--- src/rtl/fb_pixel_writer.sv ---
// Pixel writer: buffers generator addresses in a FIFO and commits them to the framebuffer.
// Optional build macro FB_PIXEL_WRITER_CLIP_EN drops addresses outside the 640x480 frame.
module fb_pixel_writer #(
  parameter int FIFO_DEPTH  = 8,
  parameter int STOP_THRESH = 6,
  parameter int COLOR_W     = 8
) (
  input  logic               clk,
  input  logic               rst,
  input  logic               primSelect,
  input  logic [COLOR_W-1:0] color,
  input  logic [18:0]        address,
  input  logic               lineDone,
  output logic               stop,
  output logic [18:0]        mem_addr,
  output logic [COLOR_W-1:0] mem_wdata,
  output logic               mem_we,
  input  logic               mem_ready,
  output logic               busy,
  output logic               write_done
);

  localparam int PTR_W = $clog2(FIFO_DEPTH);
  localparam int CNT_W = PTR_W + 1;

  typedef enum logic [1:0] {IDLE, CAPTURE, DRAIN, DONE} state_t;

  state_t             state;
  logic [18:0]        fifo [FIFO_DEPTH];
  logic [PTR_W-1:0]   wr_ptr;
  logic [PTR_W-1:0]   rd_ptr;
  logic [CNT_W-1:0]   count;
  logic [COLOR_W-1:0] color_q;
  logic [18:0]        last_addr;
  logic               last_valid;
  logic               accept;
  logic               in_range;
  logic               dup;
  logic               push;
  logic               pop;

  always_comb begin
`ifdef FB_PIXEL_WRITER_CLIP_EN
    in_range = (address < 19'd307200);
`else
    in_range = 1'b1;
`endif
    stop       = (state == CAPTURE) && (count >= CNT_W'(STOP_THRESH));
    mem_we     = ((state == CAPTURE) || (state == DRAIN)) && (count != '0);
    accept     = (state == CAPTURE) && !stop;
    dup        = last_valid && (address == last_addr);
    push       = accept && in_range && !dup;
    pop        = mem_we && mem_ready;
    // Address is forced to zero when idle so stale FIFO contents never show.
    mem_addr   = mem_we ? fifo[rd_ptr] : '0;
    mem_wdata  = color_q;
    busy       = (state != IDLE);
    write_done = (state == DONE);
  end

  always_ff @(posedge clk) begin
    if (push) fifo[wr_ptr] <= address;
  end

  always_ff @(posedge clk) begin
    if (rst) begin
      state      <= IDLE;
      wr_ptr     <= '0;
      rd_ptr     <= '0;
      count      <= '0;
      color_q    <= '0;
      last_addr  <= '0;
      last_valid <= 1'b0;
    end else begin
      if (push) begin
        wr_ptr     <= wr_ptr + 1'b1;
        last_addr  <= address;
        last_valid <= 1'b1;
      end
      if (pop) rd_ptr <= rd_ptr + 1'b1;
      case ({push, pop})
        2'b10:   count <= count + 1'b1;
        2'b01:   count <= count - 1'b1;
        default: count <= count;
      endcase

      case (state)
        IDLE: begin
          if (primSelect) begin
            state      <= CAPTURE;
            color_q    <= color;
            last_valid <= 1'b0;
          end
        end
        CAPTURE: begin
          if (accept && lineDone) state <= DRAIN;
        end
        DRAIN: begin
          // Nothing is pushed here, so the FIFO empties exactly when the last entry pops.
          if ((count == '0) || ((count == CNT_W'(1)) && pop)) state <= DONE;
        end
        DONE: state <= IDLE;
        default: state <= IDLE;
      endcase
    end
  end

endmodule

--- config.mk ---
export PLATFORM = sky130hd
export DESIGN_NAME = fb_pixel_writer
export DESIGN_NICKNAME = d
export VERILOG_FILES = /design/src/rtl/fb_pixel_writer.sv
export SDC_FILE = /design/constraint.sdc
export NUM_CORES = 1
export LEC_CHECK = 0
export BUFFER_PORTS_ARGS = -buffer_cell sky130_fd_sc_hd__buf_2
export CAP_MARGIN = 20
export CORE_AREA = 2 2 151 153
export CTS_BUF_LIST = sky130_fd_sc_hd__clkbuf_4 sky130_fd_sc_hd__clkbuf_8
export CTS_CLUSTER_SIZE = 14
export DETAILED_ROUTE_END_ITERATION = 10
export DIE_AREA = 0 0 153 155
export PLACE_DENSITY = 0.63
export SLEW_MARGIN = 20
export SYNTH_ARGS = -nofsm -noshare
export SYNTH_HDL_FRONTEND = slang
export SYNTH_SLANG_ARGS = --single-unit
export TNS_END_PERCENT = 1
--- constraint.sdc ---
create_clock -name clk -period 8.2 [get_ports clk]
set_input_delay 0 -clock clk [delete_from_list [all_inputs] [get_ports clk]]
set_output_delay 0 -clock clk [all_outputs]
set_load 0.005 [all_outputs]
==> impl_metrics.yaml <==
run_status:
  status: "completed"
floorplan:
  die_w_um: 153
  ios: 63
  core_area_um2: 22200
  initial_utilization_pct: 37.2
  die_h_um: 155
  rows: 55
  die_area_um2: 23700
drt:
  drt.antenna.violating_nets: 0
  drt-wirelength-per-cell_um: 19.2
  firstDrtPassIters: 6
  drt_iter0_markers: 417
  vias: 5157
  routed_wl_mm: 18.1
  drc_errors: 0
  vias_per_cell: 5.45
yosys:
  synth_edf_count: 152
  synth_fp_nets: 589
  synth.avg_cell_area_um2: 15.2
  syn-cell-area_um2: 8270
  yosysUniqueCellTypes: 42
  ys_seq_area_share_pct: 65.6
  synthArstFlopShare_pct: 0
  synth-main-ff-cell: "edfxtp_1"
  yosysWarnings: 0
  synth-seq-cells: 195
  syn_inst: 545
power:
  power.share.switching_pct: 32.9
  p_switching_mw: 0.856
  pwr-share-clk_pct: 24.1
  seqPwrFrac_pct: 49.4
  p_per_area_nw_per_um2: 265
  internal_power_mw: 1.74
  comb_power_share_pct: 26.6
  p_leak_nw: 3.37
  vdd_ir_drop_max_v: 0.000141
worst_setup_path:
  crit_path_end_kind: "register"
  r2r_setup_slack_ns: 4.80
  start_kind: "register"
  max_stage_delay_ns: 0.76
  critical_path_class: "register to register"
  arrival_ns: 3.75
  r2r_end: "count[3]"
  critPathMaxFanout: 23
  cpMaxStageDelayCell: "nand3_1"
  cp.required_ns: 8.55
  r2r_cells: 10
  cp_common_cell: "ha_1"
  crit_chain: "inv_1, ha_1, o21ai_1, nand3_1, a21o_1, ha_1, nand4b_1, a21oi_1, xnor2_1, nor2_1"
  rr_startpoint: "count[0]"
final_layout:
  layout_common_cells: "edfxtp_1, buf_2, dlygate4sd3_1"
  nets: 693
  syn_to_final_growth_pct: 18.5
  drive_gt1_share_pct: 23.9
  antennaDiodeCount: 0
  final_common_cell: "edfxtp_1"
run:
  max_cap_viol_count: 0
placed_design:
  port_buffers: 62
  dp_slack_ns: 4.87
  gp_congestion: 0.730
  hpwlAfterDp_mm: 10.8
sta:
  worstMarginPinSlew_ns: 1.01
  period_needed_ns: 3.40
  maxClockFrequency_mhz: 294
  rsz0062_at_grt: "false"
  slew_viol_final: 0
  clock_skew_ns: 0.0164
  slew_headroom_pct: 32.6
  hold_viol: 0
  tns_ns: 0
  setup_ws_ns: 4.80
  setup_viol: 0
  timing.final.crit_share_pct: 41.5
grt:
  antenna_found_initial: 0
  grt_start_max_net_pins: 54
  use_met1_pct: 19.4
  grt_pass1_vias: 5351
  use_met2_pct: 26.2
  grt_util_all_layers_pct: 15.6
  grt_use_met3_pct: 3.70
  gr-total-overflow: 0
  gr-max-usage-layer: "met2"
  grt_pass1_wl_mm: 28.5
clock_network:
  cts_tree: "built"
  numClockSinks: 195
  clock-root-buffer: "clkbuf_8"
  path_clk_slew_ns: 0.10
  cts.path.max_buffers: 2
  cts_buffers: 17
  clkLatencyLatePin_ns: 0.48
  cts_max_level: 4
  cts_resized: 0
worst_hold_path:
  hold_path_class: "input port to register"
  hold_depth: 5
  min_to: "state[0]"
  hp-start: "lineDone"
Yosys cell counts (2+ instances only):
library cell  number  area, um^2
edfxtp_1         152        4560
dfxtp_1           43         861
mux4_2            38         856
nand3_1           31         155
nor2_1            28         105
nand4_1           25         156
mux2i_1           22         220
and3_1            21         131
a32oi_1           20         175
clkbuf_1          20        75.1
nand2b_1          20         125
xnor2_1           20         175
nand2_1           16        60.1
a21oi_1           14        70.1
ha_1              12         150
inv_1             11        41.3
buf_2             10        50.1
buf_1              4        15.0
nor4b_1            4        35.0
xor2_1             4        35.0
buf_4              3        22.5
nor3_1             3        15.0
nor4_1             3        18.8
a211oi_1           2        15.0
nor2b_1            2        12.5
critical path, delay by kind of cell (launching register included):
kind            cells  cell delay, ns
fa+ha+maj           2            0.54
flops               1            0.47
simple gates        3            1.01
buf+inv             1            0.10
xor+xnor            1            0.15
compound gates      3            1.01
layer usage:
layer / vias up / part of all wire, %
met5: - / 0
met4: 0 / 3.0
met3: 35 / 5.7
met2: 171 / 50
met1: 2611 / 42
li1: 2340 / -
registers in the layout (all words and copies together) (netlist names), named ones only:
name / cells
fifo: 152
last_addr: 19
mem_wdata: 8
count: 4
rd_ptr: 3
wr_ptr: 3
state: 2
last_valid: 1
cells by family (layout without fill, tap and decap cells):
group                      Yosys count  after routing  synth area share (%)
DFF                                195            195                  65.6
and+or+nand+nor                    159            159                  10.4
muxes                               60             60                  13.0
buffers and inverters               48            165                  2.46
AOI/OAI and AO/OA                   47             47                  4.16
xor gates and xnor gates            24             24                  2.54
adders and majority gates           12             12                  1.81
power groups by stage:
stage	sequential [mW]	clock, mW	combinational, mW
detailed placement	1.30	0	0.659
floorplan	1.28	0	0.472
global placement	1.29	0	0.631
global route	1.30	0.678	0.765
finish	1.28	0.625	0.690
CTS	1.28	0.640	0.696
worst max-delay path by stage:
stage | start | depth (start not counted) | endpoint
6_report | count[0] | 10 | count[3]
5_1_grt | count[0] | 10 | count[3]
4_1_cts | count[0] | 8 | count[2]
3_5_place_dp | count[0] | 8 | count[2]
3_3_place_gp | count[0] | 10 | count[3]
2_1_floorplan | count[0] | 7 | fifo[2][0]
layout make-up:
type                            count  area, um^2
Sequential cell                   195        5430
Fill cell                        1954       12400
Tap cell                          285         357
Multi-Input combinational cell    302        2700
Clock buffer                       17         234
Timing Repair Buffer              122         873
Inverter                           11        41.3
Clock inverter                     15         174
through the flow:
step	hold slack, ns	std cells	utilization [%]	total power, mW	area [um^2]
2_1_floorplan	0.0989	545	-	1.75	8270
3_3_place_gp	0.254	870	40.2	1.92	8950
3_5_place_dp	0.263	870	40.2	1.96	8950
4_1_cts	0.0362	947	44.1	2.62	9800
5_1_grt	0.115	947	44.1	2.74	9800
6_report	0.0567	947	44.1	2.60	9800
timing repair:
item | 4_1_cts | 5_1_grt
hold endpoints to repair | 172 | 0
hold buffers | 45 | 0
buffers inserted | 0 | 0
Power figures use the tool's default switching activity.
